File: src/rtl/syn_counter_ctrl_pkg.sv
// Shared definitions for the counter sequencer: FSM state encoding and the
// direction and mode values of the command fields.
package syn_counter_ctrl_pkg;

    typedef enum logic [1:0] {
        ST_IDLE = 2'd0,
        ST_LOAD = 2'd1,
        ST_RUN  = 2'd2,
        ST_DONE = 2'd3
    } state_t;

    localparam logic DIR_UP       = 1'b0;
    localparam logic DIR_DOWN     = 1'b1;
    localparam logic MODE_ONESHOT = 1'b0;
    localparam logic MODE_RELOAD  = 1'b1;

endpackage

File: src/rtl/updown_count_core.sv
// Synchronous up/down counter built as a T-flip-flop toggle chain.
// A load takes priority over a count enable.
module updown_count_core #(
    parameter int unsigned WIDTH = 4
) (
    input  logic             clk,
    input  logic             reset_n,
    input  logic             load,
    input  logic [WIDTH-1:0] load_val,
    input  logic             en,
    input  logic             down,
    output logic [WIDTH-1:0] Q
);

    logic [WIDTH-1:0] toggle;

    // Bit i toggles when every lower bit is 1 (up) or 0 (down).
    always_comb begin
        toggle    = '0;
        toggle[0] = 1'b1;
        for (int unsigned i = 1; i < WIDTH; i++) begin
            toggle[i] = toggle[i-1] & (Q[i-1] ^ down);
        end
    end

    always_ff @(posedge clk or negedge reset_n) begin
        if (!reset_n) begin
            Q <= '0;
        end else if (load) begin
            Q <= load_val;
        end else if (en) begin
            Q <= Q ^ toggle;
        end
    end

endmodule

File: src/rtl/syn_counter_ctrl.sv
// Counter sequencer: accepts a counting job over valid/ready, loads the start
// value, steps at a prescaled rate and flags terminal count (one-shot or reload).
module syn_counter_ctrl
    import syn_counter_ctrl_pkg::*;
#(
    parameter int unsigned WIDTH = 4,
    parameter int unsigned PRE_W = 8
) (
    input  logic             clk,
    input  logic             reset_n,
    input  logic             cmd_valid,
    output logic             cmd_ready,
    input  logic [WIDTH-1:0] cmd_start,
    input  logic [WIDTH-1:0] cmd_limit,
    input  logic             cmd_down,
    input  logic             cmd_reload,
    input  logic [PRE_W-1:0] cmd_div,
    input  logic             abort,
    output logic [WIDTH-1:0] Q,
    output logic             busy,
    output logic             tc_pulse,
    output logic             done
);

    state_t           state, state_nxt;
    logic [WIDTH-1:0] cap_start, cap_limit;
    logic             cap_down, cap_reload;
    logic [PRE_W-1:0] cap_div, presc;
    logic             accept, tick, at_limit;
    logic             core_load, core_en, tc_nxt;

    assign cmd_ready = (state == ST_IDLE) && !abort;
    assign accept    = cmd_valid && cmd_ready;
    assign tick      = (state == ST_RUN) && (presc == cap_div);
    assign at_limit  = (Q == cap_limit);
    assign busy      = (state != ST_IDLE);
    assign done      = (state == ST_DONE);

    // Abort outranks any tick or terminal count in the same cycle.
    always_comb begin
        state_nxt = state;
        core_load = 1'b0;
        core_en   = 1'b0;
        tc_nxt    = 1'b0;
        unique case (state)
            ST_IDLE: begin
                if (accept) state_nxt = ST_LOAD;
            end
            ST_LOAD: begin
                if (abort) begin
                    state_nxt = ST_IDLE;
                end else begin
                    core_load = 1'b1;
                    state_nxt = ST_RUN;
                end
            end
            ST_RUN: begin
                if (abort) begin
                    state_nxt = ST_IDLE;
                end else if (tick) begin
                    if (at_limit) begin
                        tc_nxt = 1'b1;
                        if (cap_reload == MODE_RELOAD) core_load = 1'b1;
                        else                           state_nxt = ST_DONE;
                    end else begin
                        core_en = 1'b1;
                    end
                end
            end
            ST_DONE: begin
                state_nxt = ST_IDLE;
            end
            default: state_nxt = ST_IDLE;
        endcase
    end

    always_ff @(posedge clk or negedge reset_n) begin
        if (!reset_n) begin
            state    <= ST_IDLE;
            tc_pulse <= 1'b0;
        end else begin
            state    <= state_nxt;
            tc_pulse <= tc_nxt;
        end
    end

    always_ff @(posedge clk or negedge reset_n) begin
        if (!reset_n) begin
            presc <= '0;
        end else if ((abort && state != ST_IDLE) || state == ST_LOAD) begin
            presc <= '0;
        end else if (state == ST_RUN) begin
            presc <= tick ? '0 : presc + 1'b1;
        end
    end

    always_ff @(posedge clk or negedge reset_n) begin
        if (!reset_n) begin
            cap_start  <= '0;
            cap_limit  <= '0;
            cap_down   <= DIR_UP;
            cap_reload <= MODE_ONESHOT;
            cap_div    <= '0;
        end else if (accept) begin
            cap_start  <= cmd_start;
            cap_limit  <= cmd_limit;
            cap_down   <= cmd_down;
            cap_reload <= cmd_reload;
            cap_div    <= cmd_div;
        end
    end

    updown_count_core #(
        .WIDTH(WIDTH)
    ) u_core (
        .clk     (clk),
        .reset_n (reset_n),
        .load    (core_load),
        .load_val(cap_start),
        .en      (core_en),
        .down    (cap_down == DIR_DOWN),
        .Q       (Q)
    );

endmodule
File: config.mk
export PLATFORM = sky130hd
export DESIGN_NAME = syn_counter_ctrl
export DESIGN_NICKNAME = d
export VERILOG_FILES = /design/src/rtl/syn_counter_ctrl_pkg.sv /design/src/rtl/updown_count_core.sv /design/src/rtl/syn_counter_ctrl.sv
export SDC_FILE = /design/constraint.sdc
export NUM_CORES = 1
export LEC_CHECK = 0
export CAP_MARGIN = 25
export CORE_MARGIN = 3
export CORE_UTILIZATION = 45
export DETAILED_ROUTE_END_ITERATION = 12
export PLACE_DENSITY = 0.69
export SYNTH_ARGS = -nofsm -noshare
export SYNTH_HDL_FRONTEND = slang
export SYNTH_SLANG_ARGS = --single-unit
File: constraint.sdc
create_clock -name clk -period 2.7 [get_ports clk]
set_clock_uncertainty 0.15 [all_clocks]
set_input_delay 0.405 -clock clk [delete_from_list [all_inputs] [get_ports clk]]
set_output_delay 0.405 -clock clk [all_outputs]
set_load 0.01 [all_outputs]
==> results by group <==
Outcome
  – Outcome: finished clean

Setup path
  – Crit-path cells: inv_1 -> ha_1 -> inv_1 -> nor2_1 -> clkdlybuf4s50_1
  – Slowest cell on the critical path: clkdlybuf4s50_1
  – CP Class: reg2out
  – Worst Setup End Kind: output pin
  – CP Data Arrival Time: 1760 ps
  – Worst R2R Setup Slack: 490 ps
  – Critical Path Max Stage Delay: 550 ps
  – Worst r2r path cells: 7
  – CP max FO: 5
  – CP top delay family: buffers and inverters
  – Crit. Startpoint: state[0]
  – Reg2reg end: u_core.Q[2]
  – Worst path required time: 2140 ps
  – Start of the worst register-to-register path: state[0]
  – Cell mode on critical path: inv_1
  – CP Launch Type: flop
  – Worst path bufs/invs: 3

Pwr
  – Reg power frac: 0.399
  – Worst vdd ir: 0.5070 mV
  – Switching Fraction: 0.3607
  – P_sw: 0.0007865 W
  – Combinational share of power: 0.432
  – Leakage power: 0.9283 nW
  – PwrDens: 965.6 mW/mm^2
  – P_int: 0.001394 W
  – Clock Power Share: 0.168

Cells and area
  – # nets final: 222
  – Fill count: 312
  – FF+latch area: 825.8 um^2
  – Final instance area: 0.002258 mm^2
  – # diodes: 0
  – Layout area overhead: 24.74%
  – Proportion of layout cells with a drive suffix above 1: 0.1959
  – Area of the multi-input gates: 943.4 um^2

Global routing
  – Largest net degree at the start of global routing: 34
  – Initial antenna violation count: 0
  – Aggregate global-route resource usage: 0.1558
  – First-pass GRT wire length: 6092 um
  – Vias in the first global route: 1354
  – Grt ovf: 0

STA
  – Setup TNS: 0 ps
  – Final min period: 2312 ps
  – Worst Max-Slew Pin Slew: 642.7 ps
  – Worst setup margin: 387.7 ps
  – Final setup violation count: 0
  – Max-slew violation count: 0
  – Fin. Hold Viols: 0
  – Max Fclk: 0.4325 GHz
  – Headroom to the max-slew limit: 0.5687
  – RSZ-0062 raised after global routing: no
  – Final Cycle Share: 0.8564

Yosys
  – Number of synthesized flops with an enable pin: 0
  – Ys async rst share: 1.000
  – Post-synthesis xor/xnor area fraction: 0.08224
  – Post-Synthesis Cells: 159
  – Synth warn: 0
  – Synth Flop Type: dfrtp_1
  – Adder-cell share of the synthesized area: 0.04147
  – Mapped Area: 0.001810 mm^2
  – Compound-Gate Fraction of Synth Area: 0.09261
  – Main combinational cell family by area after synthesis: simple AND/OR/NAND/NOR gates
  – Top cells by instance count after synthesis: 33 x dfrtp_1, 22 x mux2_2, 16 x a21oi_1
  – Synth Area in Simple Gates: 0.1562
  – Post-Syn Nets: 187
  – Synth top area share: 0.4561
  – Synth Register Bits: 33
  – Synth unique cells: 33
  – Area leader, netlist: dfrtp_1
  – Seq/Total Area, Yosys: 0.4561
  – Post-synthesis average cell area: 11.39 um^2
  – Top post-synthesis cells by area: dfrtp_1 46%, mux2_2 14%, a21oi_1 4.4%, xnor2_1 4.4%, ha_1 4.1%
  – Mux cell area share after synthesis: 0.1486
  – Top-count cell post-synth: dfrtp_1

CTS
  – CTS max path bufs: 2
  – # Post-CTS Setup Buffers: 0
  – CTS H-tree lvls: 2
  – # hold bufs at CTS: 0
  – Clock Pin Slew Worst Setup and Hold Paths: 60 ps
  – CTS Sinks: 33
  – CTS tree: yes
  – TritonCTS buffer count: 5
  – CTS Root Cell: clkbuf_8
  – Post-CTS Resized: 0
  – Worst skew pair latency: 290 ps

Placement
  – DP Worst Slack: 403.3 ps
  – Final GP Congestion: 0.7665
  – Port Buffers: 29
  – Hpwl dp: 2567 um
  – Placed cell area: 0.002172 mm^2

Detailed routing
  – DR DRC count: 0
  – WL final: 3499 um
  – Wire per inst: 14.46 um
  – Routed Antenna Nets: 0
  – 1st-iter DRT viols: 62
  – Vias: 1326
  – DRT Pass-1 Iters: 4
  – Vias per cell: 5.479

Die
  – Initial Utilization: 0.4801
  – # rows: 22
  – I/O pin count: 30
  – Die area: 0.004821 mm^2
  – Chip width: 69.43 um
  – Area of the core: 0.003771 mm^2
  – DIE HEIGHT: 69.43 um

Worst hold path
  – Hold Crit Class: in2async

Job
  – Max-Cap Viols: 0
## power by group through the flow
stage | clock network, W | registers, W | logic (W)
after floorplan | 0 | 0.000830 | 0.000691
after global placement | 0 | 0.000870 | 0.000925
after detailed placement | 0 | 0.000882 | 0.000946
after CTS | 0.000377 | 0.000872 | 0.000952
after global routing | 0.000400 | 0.000899 | 0.00103
final | 0.000367 | 0.000871 | 0.000943
## per-stage QoR
step                      hold slack (ps)  utilization  instances  total power [W]
after floorplan                    -40.59            -        159         0.001522
after global placement              347.6       0.5760        235         0.001795
after detailed placement            352.2       0.5760        235         0.001828
after CTS                           365.4       0.5989        242         0.002201
after global routing                382.2       0.5989        242         0.002331
final                               365.5       0.5989        242         0.002181
## cells in the final DEF, fill, tap and decap left out
cell and n:
nand4_1 5, and3_1 2, xor2_1 8, a211oi_1 1, xnor2_1 9, nor4_4 2, nand2_1 5, and4_1 1
buf_4 5, a21oi_1 16, nor2_1 7, nand2_4 1, clkdlybuf4s50_1 29, or4b_1 1, nand2b_1 1, nand3b_1 2
or3b_2 1, o21bai_1 1, o21ai_1 1, a21boi_0 1, o21ai_0 6, nand3_1 4, ha_1 6, inv_1 4
clkbuf_8 6, dfrtp_1 33, mux2_2 22, mux2i_1 1, mux2_1 1, a22o_1 1, clkbuf_1 1, o31ai_4 1
nor3_1 2, nand4b_1 7
## worst max-delay path by stage
stage                      end  cells after the start
global route         cmd_ready                      5
CTS                  cmd_ready                      5
finish               cmd_ready                      5
floorplan           cap_div[0]                      8
detailed placement  cap_div[2]                      5
global placement    cap_div[2]                      5
## registers in the layout, indices dropped and copies added (netlist names)
signal and cells:
cap_down 1, state 2, cap_limit 4, cap_div 8, tc_pulse 1, u_core.Q 4, cap_reload 1, presc 8
cap_start 4
## per-layer routing
layer	vias up	track usage	part of all wire
li1	645	-	-
met5	-	0	0
met4	0	0.04772	0.011
met2	42	0.2394	0.47
met1	635	0.2089	0.46
met3	4	0.05072	0.059
## cell type report
cell class                 instances  area share
inverter                           4    0.006648
timing repair buffer              34      0.1452
multi-input combinational        116      0.4177
tap                               48     0.02659
clock buffer                       7     0.03823
sequential                        33      0.3657
## cells by family (layout without fill, tap and decap cells)
group	after synthesis	after routing
xor+xnor	17	17
buf+inv	10	45
mux	24	24
fa+ha+maj	6	6
flops	33	33
compound gates	28	28
simple gates	41	41
(Power assumes the default switching activity.)
